## config.mk

```make
export PLATFORM = sky130hd
export DESIGN_NAME = mips_mc_controller
export DESIGN_NICKNAME = d
export VERILOG_FILES = /design/src/rtl/mips_mc_controller.sv
export SDC_FILE = /design/constraint.sdc
export NUM_CORES = 1
export LEC_CHECK = 0
export BUFFER_PORTS_ARGS = -buffer_cell sky130_fd_sc_hd__buf_2
export CAP_MARGIN = 20
export CORE_ASPECT_RATIO = 1.75
export CORE_MARGIN = 5
export CORE_UTILIZATION = 33
export CTS_BUF_LIST = sky130_fd_sc_hd__clkbuf_4
export DETAILED_ROUTE_END_ITERATION = 16
export GPL_TIMING_DRIVEN = 0
export SYNTH_ARGS = -nofsm -noshare
export SYNTH_HDL_FRONTEND = slang
export SYNTH_SLANG_ARGS = --single-unit
```

## constraint.sdc

```tcl
create_clock -name clk -period 3.6 [get_ports clk]
set_input_delay 0.36 -clock clk [delete_from_list [all_inputs] [get_ports clk]]
set_output_delay 0.36 -clock clk [all_outputs]
set_load 0.02 [all_outputs]
```

## src/rtl/mips_mc_controller.sv

```systemverilog
// Multicycle MIPS control unit with memory wait-state handshake, stall
// timeout, illegal-instruction trap and retired-instruction counter.
module mips_mc_controller #(
  parameter int ALUCTRL_WIDTH = 3,
  parameter int MAX_WAIT      = 15,
  parameter int CNT_WIDTH     = 32
) (
  input  logic                     clk,
  input  logic                     rst,
  input  logic [5:0]               Opcode,
  input  logic [5:0]               Funct,
  input  logic                     zero,
  input  logic                     mem_ready,
  output logic                     mem_req,
  output logic                     MemWrite,
  output logic                     lord,
  output logic                     IRWrite,
  output logic                     PCEn,
  output logic [1:0]               PCSrc,
  output logic                     ALUSrcA,
  output logic [1:0]               ALUSrcB,
  output logic [ALUCTRL_WIDTH-1:0] ALUControl,
  output logic                     RegDst,
  output logic                     MemtoReg,
  output logic                     RegWrite,
  output logic                     ExtZero,
  output logic                     err,
  output logic [1:0]               err_cause,
  output logic [CNT_WIDTH-1:0]     instr_count
);

  typedef enum logic [3:0] {
    S_FETCH   = 4'd0,  S_DECODE = 4'd1,  S_MEMADR = 4'd2,  S_MEMRD  = 4'd3,
    S_MEMWB   = 4'd4,  S_MEMWR  = 4'd5,  S_EXECUTE = 4'd6, S_ALUWB  = 4'd7,
    S_BRANCH  = 4'd8,  S_IMMEX  = 4'd9,  S_IMMWB  = 4'd10, S_JUMP   = 4'd11,
    S_ERROR   = 4'd12
  } state_t;

  localparam logic [5:0] OP_RTYPE = 6'b000000;
  localparam logic [5:0] OP_LW    = 6'b100011;
  localparam logic [5:0] OP_SW    = 6'b101011;
  localparam logic [5:0] OP_BEQ   = 6'b000100;
  localparam logic [5:0] OP_BNE   = 6'b000101;
  localparam logic [5:0] OP_ADDI  = 6'b001000;
  localparam logic [5:0] OP_ANDI  = 6'b001100;
  localparam logic [5:0] OP_ORI   = 6'b001101;
  localparam logic [5:0] OP_J     = 6'b000010;

  localparam logic [ALUCTRL_WIDTH-1:0] ALU_ADD = ALUCTRL_WIDTH'(3'b010);
  localparam logic [ALUCTRL_WIDTH-1:0] ALU_SUB = ALUCTRL_WIDTH'(3'b110);
  localparam logic [ALUCTRL_WIDTH-1:0] ALU_AND = ALUCTRL_WIDTH'(3'b000);
  localparam logic [ALUCTRL_WIDTH-1:0] ALU_OR  = ALUCTRL_WIDTH'(3'b001);
  localparam logic [ALUCTRL_WIDTH-1:0] ALU_SLT = ALUCTRL_WIDTH'(3'b111);

  localparam logic [1:0] CAUSE_ILLEGAL = 2'b01;
  localparam logic [1:0] CAUSE_TIMEOUT = 2'b10;

  // Last tolerated stall count before a memory access traps.
  localparam logic [7:0] WAIT_LAST = 8'(MAX_WAIT - 1);

  state_t     state;
  state_t     next_state;
  logic [7:0] wait_cnt;
  logic       wait_inc;
  logic       retire;
  logic [1:0] trap_cause;

  // State, stall counter, trap record and retired-instruction counter.
  always_ff @(posedge clk or negedge rst) begin
    if (!rst) begin
      state       <= S_FETCH;
      wait_cnt    <= 8'd0;
      instr_count <= '0;
      err         <= 1'b0;
      err_cause   <= 2'b00;
    end else begin
      state    <= next_state;
      wait_cnt <= wait_inc ? (wait_cnt + 8'd1) : 8'd0;
      if (retire) begin
        instr_count <= instr_count + CNT_WIDTH'(1);
      end
      if ((next_state == S_ERROR) && (state != S_ERROR)) begin
        err       <= 1'b1;
        err_cause <= trap_cause;
      end
    end
  end

  // Next-state and control decode; every output is held at 0 while rst is low.
  always_comb begin
    next_state = state;
    trap_cause = 2'b00;
    wait_inc   = 1'b0;
    retire     = 1'b0;
    mem_req    = 1'b0;
    MemWrite   = 1'b0;
    lord       = 1'b0;
    IRWrite    = 1'b0;
    PCEn       = 1'b0;
    PCSrc      = 2'b00;
    ALUSrcA    = 1'b0;
    ALUSrcB    = 2'b00;
    ALUControl = '0;
    RegDst     = 1'b0;
    MemtoReg   = 1'b0;
    RegWrite   = 1'b0;
    ExtZero    = 1'b0;
    if (rst) begin
      case (state)
        S_FETCH: begin
          mem_req    = 1'b1;
          ALUSrcB    = 2'b01;
          ALUControl = ALU_ADD;
          if (mem_ready) begin
            IRWrite    = 1'b1;
            PCEn       = 1'b1;
            next_state = S_DECODE;
          end else if (wait_cnt == WAIT_LAST) begin
            next_state = S_ERROR;
            trap_cause = CAUSE_TIMEOUT;
          end else begin
            wait_inc = 1'b1;
          end
        end
        S_DECODE: begin
          ALUSrcB    = 2'b11;
          ALUControl = ALU_ADD;
          case (Opcode)
            OP_LW, OP_SW:             next_state = S_MEMADR;
            OP_RTYPE:                 next_state = S_EXECUTE;
            OP_BEQ, OP_BNE:           next_state = S_BRANCH;
            OP_ADDI, OP_ANDI, OP_ORI: next_state = S_IMMEX;
            OP_J:                     next_state = S_JUMP;
            default: begin
              next_state = S_ERROR;
              trap_cause = CAUSE_ILLEGAL;
            end
          endcase
        end
        S_MEMADR: begin
          ALUSrcA    = 1'b1;
          ALUSrcB    = 2'b10;
          ALUControl = ALU_ADD;
          if (Opcode == OP_SW) begin
            next_state = S_MEMWR;
          end else begin
            next_state = S_MEMRD;
          end
        end
        S_MEMRD, S_MEMWR: begin
          mem_req  = 1'b1;
          lord     = 1'b1;
          MemWrite = (state == S_MEMWR);
          if (mem_ready) begin
            next_state = (state == S_MEMWR) ? S_FETCH : S_MEMWB;
            retire     = (state == S_MEMWR);
          end else if (wait_cnt == WAIT_LAST) begin
            next_state = S_ERROR;
            trap_cause = CAUSE_TIMEOUT;
          end else begin
            wait_inc = 1'b1;
          end
        end
        S_MEMWB: begin
          MemtoReg   = 1'b1;
          RegWrite   = 1'b1;
          retire     = 1'b1;
          next_state = S_FETCH;
        end
        S_EXECUTE: begin
          ALUSrcA    = 1'b1;
          next_state = S_ALUWB;
          case (Funct)
            6'b100000: ALUControl = ALU_ADD;
            6'b100010: ALUControl = ALU_SUB;
            6'b100100: ALUControl = ALU_AND;
            6'b100101: ALUControl = ALU_OR;
            6'b101010: ALUControl = ALU_SLT;
            default: begin
              next_state = S_ERROR;
              trap_cause = CAUSE_ILLEGAL;
            end
          endcase
        end
        S_ALUWB: begin
          RegDst     = 1'b1;
          RegWrite   = 1'b1;
          retire     = 1'b1;
          next_state = S_FETCH;
        end
        S_BRANCH: begin
          ALUSrcA    = 1'b1;
          ALUControl = ALU_SUB;
          PCSrc      = 2'b01;
          PCEn       = (Opcode == OP_BNE) ? ~zero : zero;
          retire     = 1'b1;
          next_state = S_FETCH;
        end
        S_IMMEX: begin
          ALUSrcA    = 1'b1;
          ALUSrcB    = 2'b10;
          next_state = S_IMMWB;
          case (Opcode)
            OP_ANDI: begin
              ALUControl = ALU_AND;
              ExtZero    = 1'b1;
            end
            OP_ORI: begin
              ALUControl = ALU_OR;
              ExtZero    = 1'b1;
            end
            default: ALUControl = ALU_ADD;
          endcase
        end
        S_IMMWB: begin
          RegWrite   = 1'b1;
          retire     = 1'b1;
          next_state = S_FETCH;
        end
        S_JUMP: begin
          PCSrc      = 2'b10;
          PCEn       = 1'b1;
          retire     = 1'b1;
          next_state = S_FETCH;
        end
        S_ERROR: next_state = S_ERROR;
        default: begin
          next_state = S_ERROR;
          trap_cause = CAUSE_ILLEGAL;
        end
      endcase
    end else begin
      next_state = S_FETCH;
    end
  end

endmodule

```

==> key figures, run 1 <==
Run status
  • Status: finished clean

Critical path
  • WP buf/inv: 3
  • Setup crit end kind: output port
  • Cell family with most CP delay: buffers and inverters
  • Crit path launch type: register
  • Worst path required time: 3.24 ns
  • Slowest cell on crit path: clkbuf_1
  • R2r setup slk: 1.14 ns
  • Critical Path AT: 2.58 ns
  • CP Class: register to output port
  • Crit path depth: 8
  • Crit-path cells: clkbuf_1 > clkbuf_1 > nor2b_1 > nand4b_1 > nor3_1 > a22oi_1 > nor2_1 > buf_2
  • Max FO, Critical Path: 10
  • Critical Path Max Stage Delay: 0.41 ns
  • Most common cell on crit path: clkbuf_1
  • Register-to-Register Path Depth: 8

Floorplan
  • Initial Util: 33.7%
  • Ports: 68
  • Overall die width: 79.4 µm
  • Die area: 10400 µm²
  • Die H: 131 µm
  • Rows: 44
  • Core area: 8260 µm²

Power
  • Logic pwr share: 27.2%
  • Worst vdd ir: 0.314 mV
  • Switch share: 35.6%
  • Clock share of power: 20.2%
  • Seq pwr share: 52.6%
  • Int Pwr: 0.750 mW
  • Pwr Density: 353 nW/µm²
  • Power Total: 1.16 mW
  • Net Switching: 0.414 mW
  • Static leakage: 1.62 nW

Place
  • Cell area after placement: 3250 µm²
  • Cells after DPL: 469
  • Pre-CTS setup slack: 1.08 ns
  • RePlAce Congestion: 0.875
  • Hpwl dp: 5.76 mm
  • PortBufs: 66

STA
  • Hold Vio Cnt, Final: 0
  • RSZ-0062 raised after global routing: false
  • Slew Limit Fails: 0
  • Worst slew pin tran: 0.582 ns
  • Fin Hold WS: 0.467 ns
  • Clock Skew: 0.0113 ns
  • Final setup violation count: 0
  • Tmin final: 2.94 ns
  • Slew margin rel.: 60.7%
  • Final period utilization: 81.6%
  • Setup TNS: 0 ns
  • FMAX: 340 MHz
  • Final WS setup: 0.662 ns

Synth
  • Post-synthesis cell type count: 54
  • Post-synth top cells: 47 x dfrtp_1, 40 x nand2_1, 36 x nor2_1
  • Warnings, synthesis: 0
  • Post-synth top area share: 42.3%
  • Average cell area after synthesis: 8.97 µm²
  • Primary FF master, synth: dfrtp_1
  • EDFF count, synth: 0
  • Syn_nets: 329
  • Ys async rst share: 100%
  • Post-Syn Area: 2780 µm²
  • Flops & latches, synth: 47
  • Largest area contributor in the netlist: dfrtp_1
  • Post-Syn Instances: 310
  • Most area-consuming cells after synthesis: dfrtp_1 42%, xnor2_1 7.6%, nand2_1 5.4%
  • Most common cell in the netlist: dfrtp_1
  • Sequential area share after synthesis: 42.3%

Route
  • Avg WL per Cell: 15.4 µm
  • Via count: 2500
  • 1st-iter DRT viols: 85
  • Final WL: 7.34 mm
  • Antenna-violating nets left: 0
  • Via density: 5.24
  • # DRC: 0
  • Drt pass-1 iters: 4

Finish
  • Nets: 404
  • Inserted Diodes: 0
  • Multi-input logic area: 1530 µm²
  • Design area: 3300 µm²
  • Util after Layout: 40.0%
  • Area growth from synthesis to layout: 18.8%
  • Ratio of cells with drive above 1 in the final layout: 22.1%
  • Post-Layout Cell Count: 477
  • Reg area: 1180 µm²
  • # fillers: 869

Clocking
  • Hold buffers post-CTS: 1
  • Post-CTS setup buffers: 0
  • CTS max path bufs: 2
  • Clk sinks: 47
  • H-tree depth: 2
  • CTS tree: done
  • PostCTS Resize Cnt: 0
  • Clk root buf: clkbuf_4
  • Clk_lat worst skew: 0.37 ns
  • Worst-path clk slew: 0.12 ns
  • Num CTS Buffers: 5

Global routing
  • Congestion Overflow GR: 0
  • Initial antenna violation count: 0
  • GR Util met3: 3.15%
  • Gr usage total: 14.0%
  • Gr busiest metal: met2
  • First-pass GRT wire length: 11.8 mm
  • Met1 GRT Util: 15.3%
  • Vias in the first global route: 2424
  • Met2 Track Usage GR: 25.2%
  • Largest net degree at the start of global routing: 29

Flow run
  • Max-cap violations: 0

Hold path
  • Hold Crit Class: register to register
  • Hold Crit Depth: 1
final timing paths:
| path | from | to |
|---|---|---|
| setup / recovery | state[2]$_DFF_PN0_ | ALUControl[2] |
| hold / removal | err$_DFFE_PN0P_ | err$_DFFE_PN0P_ |
| setup reg to reg | wait_cnt[0]$_DFF_PN0_ | err_cause[0]$_DFFE_PN0P_ |
| hold reg to reg | err$_DFFE_PN0P_ | err$_DFFE_PN0P_ |
| max in group asynchronous | rst | instr_count[25]$_DFFE_PN0P_ |
| min in group asynchronous | rst | instr_count[16]$_DFFE_PN0P_ |
power groups by stage:
stage / Clock (mW) / Combinational [mW] / Sequential (mW)
2_1_floorplan: 0 / 0.158 / 0.661
3_3_place_gp: 0 / 0.314 / 0.622
3_5_place_dp: 0 / 0.320 / 0.622
4_1_cts: 0.250 / 0.321 / 0.612
5_1_grt: 0.272 / 0.346 / 0.621
6_report: 0.235 / 0.317 / 0.613
placed cells by master, fill, tap and decap left out, types with 3 or more instances in the layout:
master / n
a21oi_1: 10
clkbuf_1: 8
nor3_1: 12
and4_1: 4
nand2b_1: 6
o21ai_0: 6
ha_1: 3
dfrtp_1: 47
and3_1: 11
nor2_1: 36
xor2_1: 16
nand4b_1: 3
nor2b_1: 7
nand3_1: 11
nand4_1: 9
clkbuf_4: 5
nor4_1: 3
xnor2_1: 24
inv_1: 5
buf_2: 69
nand2_1: 40
cells by family (layout without fill, tap and decap cells):
family          count (synthesis)  count (layout)  synth area share [%]
buf+inv                        18              93                  2.57
fa+ha+maj                       3               3                  1.35
xor+xnor                       40              40                  12.6
compound gates                 39              39                  9.72
flops                          47              47                  42.3
simple gates                  160             160                  30.3
mux                             3               3                  1.13
worst register-to-register path, cell delays in order (launching register included):
cell	delay [ns]
dfrtp_1	0.45
inv_1	0.08
ha_1	0.13
or4b_1	0.44
o31a_1	0.32
o41ai_2	0.39
o32ai_1	0.22
and3b_1	0.23
a211oi_2	0.13
layer usage:
metal / vias to the layer above / routed length (µm)
met3: 13 / 446
met5: - / 0
met4: 0 / 213
met1: 1180 / 2890
met2: 76 / 3780
li1: 1231 / -
flip-flops by register name, indices dropped and copies added, names as in the netlist:
signal,count
err,1
err_cause,2
instr_count,32
state,4
wait_cnt,8
final cells by class:
type,instances,area share (%)
plain buffers,13,1.59
clock buffers,5,1.14
clock inverters,2,0.265
inverters,5,0.568
multi-input cells,245,46.4
flip-flops and latches,47,35.6
well taps,92,3.49
repair buffers,68,10.9
No activity file was read; power rests on OpenSTA's default activity.
==> run 2, diff against run 1 <==
--- a/config.mk
+++ b/config.mk
@@ -5,6 +5,7 @@
 export SDC_FILE = /design/constraint.sdc
 export NUM_CORES = 1
 export LEC_CHECK = 0
+export ABC_AREA = 1
 export BUFFER_PORTS_ARGS = -buffer_cell sky130_fd_sc_hd__buf_2
 export CAP_MARGIN = 20
 export CORE_ASPECT_RATIO = 1.75
==> constraint.sdc (replaced) <==
create_clock -name clk -period 2.4 [get_ports clk]
set_input_delay 0.24 -clock clk [delete_from_list [all_inputs] [get_ports clk]]
set_output_delay 0.24 -clock clk [all_outputs]
set_load 0.02 [all_outputs]
==> run 2 against run 1 <==
Synthesized area up 17%; power rose by 130%; utilization decreased by 0.31 points; largest cell class unchanged; sequential power is 88% higher.
==> key figures, run 2 <==
Finish
  • Commonest non-fill, non-tap cell in the layout: nand2_1 (was buf_2)
  • # fillers: 1053 (was 869)
  • Max reg flops: 32 (unchanged)
  • Commonest non-fill, non-tap cells in the layout: 128 x nand2_1, 69 x inv_1, 68 x buf_2, 65 x nor2_1, 47 x dfrtp_1 (was 69 x buf_2, 47 x dfrtp_1, 40 x nand2_1, 36 x nor2_1, 24 x xnor2_1)
  • Nets: 573 (was 404)
  • Biggest register: instr_count (unchanged)
  • Post-Layout Cell Count: 681 (was 477)
  • Ratio of cells with drive above 1 in the final layout: 18.0% (was 22.1%)
  • Area growth from synthesis to layout: 19.0% (was 18.8%)
  • Design area: 3860 µm² (was 3300 µm²)
  • Util after Layout: 39.7% (was 40.0%)
  • Regs by FF count: instr_count: 32 flops, wait_cnt: 8 flops, state: 4 flops (unchanged)

STA
  • RSZ-0062 raised after global routing: false (unchanged)
  • Worst slew pin tran: 0.684 ns (was 0.582 ns)
  • Slew Limit Fails: 0 (unchanged)
  • Hold Vio Cnt, Final: 0 (unchanged)
  • Tmin final: 2.22 ns
  • Setup TNS: 0 ns (unchanged)
  • FMAX: 450 MHz
  • Clock Skew: 0.0137 ns (was 0.0113 ns)
  • Final WS setup: 0.178 ns (was 0.662 ns)
  • Slew margin rel.: 53.9% (was 60.7%)
  • Final period utilization: 92.6%
  • Final setup violation count: 0 (unchanged)

Synth
  • XOR/XNOR Fraction of Synth Area: 8.37% (was 12.6%)
  • Warnings, synthesis: 0 (unchanged)
  • Post-synthesis mux area share: 0% (was 1.13%)
  • Flops & latches, synth: 47 (unchanged)
  • Adder-cell share of the synthesized area: 1.16% (was 1.35%)
  • Syn_nets: 497 (was 329)
  • Primary FF master, synth: dfrtp_1 (unchanged)
  • Largest family of logic cells by synthesized area: simple AND/OR/NAND/NOR gates (unchanged)
  • Post-synthesis cell type count: 32 (was 54)
  • Most common cell in the netlist: nand2_1 (was dfrtp_1)
  • Largest area contributor in the netlist: dfrtp_1 (unchanged)
  • Sequential area share after synthesis: 36.3% (was 42.3%)
  • Post-synth top cells: 128 x nand2_1, 69 x inv_1, 67 x nor2_1 (was 47 x dfrtp_1, 40 x nand2_1, 36 x nor2_1)
  • Synth Area in Compound Gates: 6.94% (was 9.72%)
  • Simple-gate area share of the yosys netlist: 37.7% (was 30.3%)
  • Ys async rst share: 100% (unchanged)
  • Post-Syn Instances: 478 (was 310)
  • Post-Syn Area: 3240 µm² (was 2780 µm²)
  • Most area-consuming cells after synthesis: dfrtp_1 36%, nand2_1 15%, inv_1 8.0% (was dfrtp_1 42%, xnor2_1 7.6%, nand2_1 5.4%)
  • Average cell area after synthesis: 6.79 µm² (was 8.97 µm²)
  • Post-synth top area share: 36.3% (was 42.3%)
  • EDFF count, synth: 0 (unchanged)

Place
  • Cell area after placement: 3740 µm² (was 3250 µm²)
  • PortBufs: 67 (was 66)
  • RePlAce Congestion: 0.978 (was 0.875)
  • Hpwl dp: 7.73 mm (was 5.76 mm)
  • Pre-CTS setup slack: -0.331 ns (was 1.08 ns)
  • Cells after DPL: 670 (was 469)

Floorplan
  • Initial Util: 33.3% (was 33.7%)
  • Core area: 9730 µm² (was 8260 µm²)
  • Rows: 48 (was 44)
  • Overall die width: 85.0 µm (was 79.4 µm)
  • Die area: 12000 µm² (was 10400 µm²)
  • Ports: 68 (unchanged)
  • Die H: 141 µm (was 131 µm)

Route
  • Met3 wire len: 532 µm (was 446 µm)
  • Max Used Layer: met4 (unchanged)
  • 1st-iter DRT viols: 121 (was 85)
  • Final WL: 9.69 mm (was 7.34 mm)
  • Via count: 3367 (was 2500)
  • Drt pass-1 iters: 4 (unchanged)
  • Via density: 4.94 (was 5.24)
  • Antenna-violating nets left: 0 (unchanged)
  • # DRC: 0 (unchanged)
  • Avg WL per Cell: 14.2 µm (was 15.4 µm)
  • DR WL met2: 5.05 mm (was 3.78 mm)
  • WL met1: 3.52 mm (was 2.89 mm)

Clocking
  • Clk sinks: 47 (unchanged)
  • H-tree depth: 2 (unchanged)
  • Clk root buf: clkbuf_4 (unchanged)
  • CTS max path bufs: 2 (unchanged)
  • Num CTS Buffers: 5 (unchanged)
  • Post-CTS setup buffers: 0 (unchanged)
  • CTS tree: done (unchanged)
  • Clk_lat worst skew: 0.38 ns (was 0.37 ns)
  • Worst-path clk slew: 0.14 ns (was 0.12 ns)

Flow run
  • Max-cap violations: 0 (unchanged)

Critical path
  • Most common cell on crit path: buf_2 (was clkbuf_1)
  • CP Class: input pin to output port (was register to output port)
  • Cell family with most CP delay: buffers and inverters (unchanged)
  • Crit-path cells: dlygate4sd3_1 > buf_4 > buf_2 > inv_1 > clkbuf_1 > nor2_1 > buf_2 (was clkbuf_1 > clkbuf_1 > nor2b_1 > nand4b_1 > nor3_1 > a22oi_1 > nor2_1 > buf_2)
  • Max FO, Critical Path: 10 (unchanged)
  • WP buf/inv: 6 (was 3)
  • Slowest cell on crit path: dlygate4sd3_1 (was clkbuf_1)
  • Critical Path AT: 1.98 ns (was 2.58 ns)
  • Setup crit end kind: output port (unchanged)
  • Worst path required time: 2.16 ns (was 3.24 ns)
  • Critical Path Max Stage Delay: 0.53 ns (was 0.41 ns)
  • Crit path launch type: input pin (was register)

Global routing
  • Gr usage total: 16.5% (was 14.0%)
  • Initial antenna violation count: 1 (was 0)
  • First-pass GRT wire length: 15.7 mm (was 11.8 mm)
  • Largest net degree at the start of global routing: 48 (was 29)
  • Congestion Overflow GR: 0 (unchanged)
  • Vias in the first global route: 3302 (was 2424)

Power
  • Pwr Density: 692 nW/µm² (was 353 nW/µm²)
  • Worst vdd ir: 0.310 mV (was 0.314 mV)
  • Static leakage: 2.01 nW (was 1.62 nW)

Run status
  • Status: finished clean (unchanged)

Hold path
  • Hold Crit Class: input pin to register (was register to register)
## run 2: cell count changes after synthesis, moves of 11 or more
cell,previous run,this run
nand2_1,40,128
and3_1,11,0
nand3_1,11,31
inv_1,5,69
xnor2_1,24,5
nor2_1,36,67
## run 2: final cells by class
class | instances | area (µm²) | share of cell area [%]
antenna | 1 | 2.50 | 0.0648
buffer | 7 | 43.8 | 1.13
clock buffer | 5 | 37.5 | 0.972
clock inverter | 3 | 38.8 | 1.00
inverter | 71 | 267 | 6.90
multi-input combinational | 353 | 1760 | 45.7
sequential | 47 | 1180 | 30.5
tap | 125 | 156 | 4.05
timing repair buffer | 69 | 375 | 9.72
## run 2: through the flow
step	hold WS [ns]	power [mW]
3_3_place_gp	0.465	2.19
3_5_place_dp	0.461	2.20
2_1_floorplan	-0.0556	1.81
5_1_grt	0.240	2.87
6_report	0.241	2.67
4_1_cts	0.239	2.70
## run 2: repair_timing
| item | CTS | global route |
|---|---|---|
| endpoints found under the hold margin | 47 | 0 |
| resized for setup | 1 | 2 |
| setup endpoints to repair | 8 | 2 |
| hold buffers | 2 | 0 |
| pin swaps | 0 | 0 |
## run 2: per-layer routing
metal | global-route usage, % | vias up
met4 | 10.4 | 0
met3 | 2.87 | 35
met1 | 16.9 | 1544
met2 | 30.1 | 124
li1 | - | 1664
met5 | 0 | -
## run 2: cell families after synthesis
logic type / after synthesis
compound gates: 39
xor+xnor: 31
fa+ha+maj: 3
buf+inv: 78
flops: 47
simple gates: 280
## run 2: path summary, 6_finish.rpt
kind	from	endpoint	slack [ns]	cells after the start
max in group asynchronous	rst	err$_DFFE_PN0P_	1.79	3
setup reg to reg	instr_count[0]$_DFFE_PN0P_	instr_count[18]$_DFFE_PN0P_	0.46	7
hold / removal	mem_ready	err_cause[1]$_DFFE_PN0P_	0.24	4
hold reg to reg	err_cause[1]$_DFFE_PN0P_	err_cause[1]$_DFFE_PN0P_	0.49	2
setup / recovery	rst	MemtoReg	0.18	7
min in group asynchronous	rst	instr_count[27]$_DFFE_PN0P_	0.38	3
## run 2: report_power, final
part	internal, mW	switching [mW]	leakage [nW]
clock	0.215	0.263	0.0426
sequential	0.944	0.203	0.608
combinational	0.337	0.710	1.36
## run 2: worst reg2reg max path: stages (launching register included)
cell     delay [ns]
dfrtp_1        0.48
ha_1           0.21
nand3_1        0.19
nor2_2         0.20
nand2_1        0.15
nor4_2         0.25
nand3_1        0.19
xor2_1         0.18
